--- src/rtl/link_failover_ctrl.sv ---
// Redundant GMII link failover: forwards link A or B downstream and switches only
// at a frame boundary, with abort framing on link loss and a post-switch holdoff.
module link_failover_ctrl #(
    parameter int IFG_MIN   = 12,
    parameter int HOLDOFF   = 1000,
    parameter bit PREFERRED = 1'b0
) (
    input  logic       clk,
    input  logic       rst,
    input  logic [7:0] a_data,
    input  logic       a_dv,
    input  logic       a_er,
    input  logic [7:0] b_data,
    input  logic       b_dv,
    input  logic       b_er,
    input  logic       link_a_ok,
    input  logic       link_b_ok,
    input  logic       manual_req,
    output logic [7:0] down_data,
    output logic       down_dv,
    output logic       down_er,
    output logic       sel,
    output logic       trigger,
    output logic       busy
);

    typedef enum logic [1:0] {
        ST_ACTIVE  = 2'd0,
        ST_PENDING = 2'd1,
        ST_CUT     = 2'd2,
        ST_HOLDOFF = 2'd3
    } state_t;

    localparam logic [7:0]  IFG_LIM   = 8'(IFG_MIN);
    localparam logic [19:0] HOLD_LOAD = 20'(HOLDOFF);

    state_t      state;
    logic [7:0]  idle_cnt;
    logic [19:0] hold_cnt;
    logic        man_latch;
    logic        abort_q;

    logic        cur_ok;
    logic        oth_ok;
    logic        oth_dv;
    logic [7:0]  in_data;
    logic        in_dv;
    logic        in_er;
    logic [7:0]  idle_next;
    logic        want_switch;
    logic        cut_go;
    logic        abort;
    logic        man_clr;

    always_comb begin
        cur_ok  = sel ? link_b_ok : link_a_ok;
        oth_ok  = sel ? link_a_ok : link_b_ok;
        oth_dv  = sel ? a_dv : b_dv;
        in_data = sel ? b_data : a_data;
        in_dv   = sel ? b_dv : a_dv;
        in_er   = sel ? b_er : a_er;

        // idle_next already includes the cycle now on down_*, so the cut decision
        // fires on the edge that completes IFG_MIN idle output cycles.
        if (down_dv || down_er) begin
            idle_next = 8'd0;
        end else if (idle_cnt == 8'hFF) begin
            idle_next = 8'hFF;
        end else begin
            idle_next = idle_cnt + 8'd1;
        end

        want_switch = oth_ok && (!cur_ok || man_latch);
        cut_go      = (state == ST_PENDING) && want_switch &&
                      (idle_next >= IFG_LIM) && !oth_dv;
        abort       = !cur_ok && down_dv && !abort_q;
        man_clr     = cut_go ||
                      (!oth_ok && ((state == ST_ACTIVE) || (state == ST_PENDING)));
    end

    // Datapath: one-cycle forwarding; the decision edge is forced idle so no stray
    // byte of the old link leaks out just before the switch.
    always_ff @(posedge clk or posedge rst) begin
        if (rst) begin
            down_data <= 8'd0;
            down_dv   <= 1'b0;
            down_er   <= 1'b0;
            abort_q   <= 1'b0;
            idle_cnt  <= 8'd0;
        end else begin
            abort_q  <= abort;
            idle_cnt <= idle_next;
            if (!cur_ok || cut_go) begin
                down_data <= 8'd0;
                down_dv   <= abort;
                down_er   <= abort;
            end else begin
                down_data <= in_data;
                down_dv   <= in_dv;
                down_er   <= in_er;
            end
        end
    end

    // Control FSM; sel/trigger/holdoff load all happen on the PENDING->CUT edge.
    always_ff @(posedge clk or posedge rst) begin
        if (rst) begin
            state     <= ST_ACTIVE;
            sel       <= PREFERRED;
            trigger   <= 1'b0;
            busy      <= 1'b0;
            hold_cnt  <= 20'd0;
            man_latch <= 1'b0;
        end else begin
            trigger   <= 1'b0;
            busy      <= (state != ST_ACTIVE);
            man_latch <= manual_req || (man_latch && !man_clr);
            case (state)
                ST_ACTIVE: begin
                    if (want_switch) begin
                        state <= ST_PENDING;
                    end
                end
                ST_PENDING: begin
                    if (!want_switch) begin
                        state <= ST_ACTIVE;
                    end else if (cut_go) begin
                        state    <= ST_CUT;
                        sel      <= ~sel;
                        trigger  <= 1'b1;
                        hold_cnt <= HOLD_LOAD;
                    end
                end
                ST_CUT: begin
                    state <= ST_HOLDOFF;
                    if (hold_cnt != 20'd0) begin
                        hold_cnt <= hold_cnt - 20'd1;
                    end
                end
                ST_HOLDOFF: begin
                    if (hold_cnt == 20'd0) begin
                        state <= ST_ACTIVE;
                    end else begin
                        hold_cnt <= hold_cnt - 20'd1;
                    end
                end
                default: state <= ST_ACTIVE;
            endcase
        end
    end

endmodule
--- config.mk ---
export PLATFORM = sky130hd
export DESIGN_NAME = link_failover_ctrl
export DESIGN_NICKNAME = d
export VERILOG_FILES = /design/src/rtl/link_failover_ctrl.sv
export SDC_FILE = /design/constraint.sdc
export NUM_CORES = 1
export LEC_CHECK = 0
export ABC_AREA = 1
export CORE_MARGIN = 1
export CORE_UTILIZATION = 25
export CTS_BUF_LIST = sky130_fd_sc_hd__clkbuf_2
export DETAILED_ROUTE_END_ITERATION = 10
export GPL_TIMING_DRIVEN = 0
export PLACE_DENSITY_LB_ADDON = 0.3
export REMOVE_ABC_BUFFERS = 1
export SLEW_MARGIN = 20
export SYNTH_ARGS = -nofsm -noshare
export SYNTH_HDL_FRONTEND = slang
export SYNTH_SLANG_ARGS = --single-unit
export TNS_END_PERCENT = 5
--- constraint.sdc ---
create_clock -name clk -period 4.2 [get_ports clk]
set_input_delay 0.84 -clock clk [delete_from_list [all_inputs] [get_ports clk]]
set_output_delay 0.84 -clock clk [all_outputs]
set_load 0.02 [all_outputs]
# After elaboration in Yosys (flattened, before gate mapping)
# Index checks and enable logic that the tools add are counted.
[word_totals]
reg_bits = 45
inputBits = 25
out_inout_bits = 13
[classes]
add_sub_neg = 2
n_lt_le_gt_ge = 1
n_eq_ne = 11
muxes = 24
n_bitwise = 1
reduce_logical = 27
[ops]
columns = ["operator", "n"]
rows = [
  ["20-bit two-way mux", 4],
  ["20-bit case mux with 3 select lines", 1],
  ["8-bit two-way mux", 4],
  ["20-bit logical NOT", 1],
  ["20-bit nonzero test", 1],
  ["20-bit by 1-bit subtractor with 20-bit output (second input constant)", 1],
  ["2-bit inequality test (second input constant)", 6],
  ["1-bit two-way mux", 10],
  ["8-bit by 1-bit adder with 8-bit output (second input constant)", 1],
  ["8-bit equality test (second input constant)", 1],
  ["8-bit by 4-bit >= comparator with 1-bit output (second input constant)", 1],
  ["1-bit logical AND", 8],
  ["2-bit two-way mux", 4],
  ["2-bit case mux with 4 select lines", 1],
  ["1-bit logical OR", 6],
  ["3-bit AND reduction", 2],
  ["1-bit logical NOT", 5],
  ["5-bit AND reduction", 1],
  ["2-bit equality test (second input constant)", 2],
  ["3-bit inequality test (second input constant)", 1],
  ["3-bit nonzero test", 1],
  ["2-bit by 1-bit equality test with 1-bit output (second input constant)", 1],
  ["2-bit logical NOT", 1],
  ["2-bit nonzero test", 1],
  ["1-bit inverter", 1],
]

# Logic depth before layout (Yosys ltp)
[depth]
depth_word = 11
mapped_depth = 13
ltp_nobuf = 13

# Worst setup path before layout
# Ideal clock, no wire load.
[synth_timing]
path_type = "input -> register"
startpoint = "input port link_b_ok"
endpoint = "register state[0]"
setup_ns = 0.126
arrival_time_ns = 1.735
required_ns = 4.074
slack_ns = 2.339
cell_stages = 10
path_cell_list = "nand2_1 -> nand2_2 -> inv_2 -> nor2_1 -> nor2_2 -> nand4_1 -> o21bai_4 -> buf_4 -> nand2_1 -> nand3_1"
[synth_between]
elab_chain_cells = 9
[synth_rtl]
columns = ["item", "line_no", "rtl"]
rows = [
  ["start, declared", "17", "input logic link_b_ok,"],
  ["1-bit two-way mux", "56", "cur_ok = sel ? link_b_ok : link_a_ok;"],
  ["1-bit logical NOT", "73", "want_switch = oth_ok && (!cur_ok || man_latch);"],
  ["1-bit logical OR", "73", ""],
  ["1-bit logical AND (*)", "73", ""],
  ["1-bit logical AND (2 in a row)", "74", "cut_go = (state == ST_PENDING) && want_switch &&"],
  ["1-bit logical AND", "75", "(idle_next >= IFG_LIM) && !oth_dv;"],
  ["3-bit inequality test (no line)", "--", ""],
  ["3-bit AND reduction (no line)", "--", ""],
  ["end signal, assigned", "108", "state <= ST_ACTIVE;"],
  ["end signal, assigned", "121", "state <= ST_PENDING;"],
  ["end signal, assigned", "126", "state <= ST_ACTIVE;"],
  ["end, declared", "37", "state_t state;"],
]
# Mark *: on every way between the ends. The rest lies on a longest branch, timed or not.
# A chain may end at the register's enable or synchronous reset.

# Worst setup path in the final report
[layout_timing]
startpoint = "register sel"
endpoint = "output port sel"
[layout_lines]
columns = ["item", "line_no", "rtl"]
rows = [
  ["start, declared", "22", "output logic sel,"],
  ["start signal, assigned", "129", "sel <= ~sel;"],
]
# No word-level cell between the ends.

==> results.cfg <==
[outcome]
outcome = finished, final reports clean

[cts]
cts_sinks = 45
root_buffer = clkbuf_2
cts_tree = done
clk_latency_ns = 0.42
hold_buffers = 0
clk_pin_slew_ns = 0.24
post_cts_buffers = 0
htreeDepth = 2
cts.path.max_buffers = 2
cts_resized = 0
cts_buffers = 5

[setup_path]
crit_path_end_kind = output port
cp_max_fo = 15
worstPathRequired_ns = 3.36
critical_path_class = flop to output port
critical-path-max-stage-delay_ns = 0.82
critPathTopFamily = flip-flops
cp.arrival_ns = 1.96
crit_chain = clkdlybuf4s50_1
worstSetupStartpointType = flop
cp_num_buf_inv = 1
cp_slowest_cell = dfrtp_1

[layout]
layout-drive-gt1-share = 0.07349
nets = 407
mostFrequentLayoutCell = nand2_1
finalNonFillerCells = 514
diodes = 0
area_growth_pct = 20.99
final_cell_mix = 96 x nand2_1, 52 x nor2_1, 45 x dfrtp_1

[grt]
antenna_found_initial = 0
grt_pass1_wl_um = 9798
first_global_vias = 2115
grt_max_degree = 28
grt_usage = 0.1182
grt_remaining_overflow = 0

[placement]
dp_cells = 506
gp_congestion = 0.8384
dp_hpwl_um = 4119
io_buffers = 37
place_ws_ns = 1.397

[timing]
hold_slack_ns = 0.4341
maxSlewViolCount = 0
max_slew_margin = 0.5577
rsz0062_at_grt = no
fmax_mhz = 356.7
min_period_over_period = 0.6675
worst_pin_slew_ns = 0.6634
post-route-min-period_ns = 2.804
setup_ws_ns = 1.396
fin_setup_tns_ns = 0
hold_viol = 0
finalClockSkew_ns = 0.01428
setup_viol_count_final = 0

[route]
drt_pass1_iterations = 4
dr.first_iter.drc_count = 60
met2WireLength_um = 2634
dr_wl_met3_um = 165
drcViolationCount = 0
highest_layer = met4
num_vias = 2249
wl_met1_um = 2757
wirelength_um = 5640
wire_per_inst_um = 10.97
antenna_left = 0
routed_via_density = 4.375

[synthesis]
synth.distinct_cells = 31
yosysSeqAreaShare = 0.4392
yosys.area.top_type = dfrtp_1
syn_area_mm2 = 0.002564
synth_warnings = 0
synthCells = 343
avgSynthCellArea_um2 = 7.474
synth_seq_cells = 45
netlist.area_leader.share = 0.4392
synthTopCellsByArea = dfrtp_1 44%, nand2_1 14%, nor2_1 7.6%

[die]
initial_utilization = 0.2599
die_y_um = 103.3
core_mm2 = 0.009864
dieArea_mm2 = 0.01066
ioPinCount = 38
rows = 36
die_x_um = 103.3

[pwr]
p_leak_nw = 1.425
ir_drop_v = 0.00007310
powerDensity_mw_per_mm2 = 230.2

[job]
max-cap-violations = 0

[min_path]
min_path_type = flop to flop
[routing by layer]
layer  track usage  up-vias
met5             0        -
met2        0.1979       29
met4       0.03575        0
met3       0.02419        6
li1              -     1159
met1        0.1539     1055
[state kept, by name (all words and copies together) (netlist names), named ones only]
name and cells:
abort_q 1, busy 1, down_data 8, down_dv 1, down_er 1, hold_cnt 20
idle_cnt 8, man_latch 1, sel 1, state 1, trigger 1
[cell families after synthesis]
logic type | after synthesis | synth area share
AND/OR/NAND/NOR | 219 | 0.3719
XOR/XNOR | 8 | 0.02733
AO/OA/AOI/OAI | 17 | 0.04392
buffers and inverters | 44 | 0.07662
multiplexers | 8 | 0.03124
flip-flops | 45 | 0.4392
adder cells (fa/ha/maj) | 2 | 0.009759
[cells in the mapped netlist]
| cell type | count |
|---|---|
| nor2_2 | 5 |
| o21bai_4 | 1 |
| o21ai_1 | 1 |
| buf_4 | 1 |
| buf_2 | 1 |
| clkbuf_4 | 1 |
| nor3_1 | 6 |
| xor2_1 | 4 |
| ha_1 | 2 |
| inv_2 | 3 |
| nand2_1 | 96 |
| xnor2_1 | 4 |
| a31oi_1 | 1 |
| clkbuf_1 | 1 |
| inv_1 | 33 |
| nand3_1 | 38 |
| mux2i_1 | 8 |
| o21bai_1 | 4 |
| nand2_4 | 1 |
| a21oi_1 | 5 |
| nor4_1 | 2 |
| nand3b_1 | 3 |
| nor2_1 | 52 |
| or2_2 | 5 |
| nand4_1 | 7 |
| a21o_1 | 1 |
| dfrtp_1 | 45 |
| o21ai_0 | 4 |
| buf_1 | 1 |
| nand2_2 | 4 |
| buf_6 | 3 |
[final timing paths]
| check | startpoint | to | slack, ns | depth (start not counted) |
|---|---|---|---|---|
| hold reg to reg | abort_q | abort_q | 0.43 | 1 |
| min in group asynchronous | rst | down_data[3] | 0.69 | 2 |
| setup reg to reg | idle_cnt[0] | down_data[0] | 1.68 | 10 |
| setup / recovery | sel | sel | 1.40 | 1 |
| max in group asynchronous | rst | hold_cnt[18] | 3.01 | 3 |
| hold / removal | abort_q | abort_q | 0.43 | 1 |
[layout make-up]
| cell class | instances | area (um^2) |
|---|---|---|
| clock buffer | 5 | 25.02 |
| clock inverter | 3 | 17.52 |
| fill | 1043 | 6763 |
| inverter | 36 | 135.1 |
| multi-input combinational | 254 | 1241 |
| sequential | 45 | 1126 |
| tap | 133 | 166.4 |
| timing repair buffer | 38 | 390.4 |
[stage by stage]
step	utilization	power [W]	cell area (um^2)
after global placement	0.3081	0.0005322	3039
after global routing	0.3144	0.0007502	3102
after floorplan	-	0.0004906	2502
after CTS	0.3144	0.0007300	3102
final	0.3144	0.0007141	3102
after detailed placement	0.3101	0.0005356	3059
[power by group]
part	internal, W	switching [W]
registers	0.000444	0.00000649
logic	0.0000400	0.0000362
clock network	0.0000395	0.000148
Power figures use the tool's default switching activity.
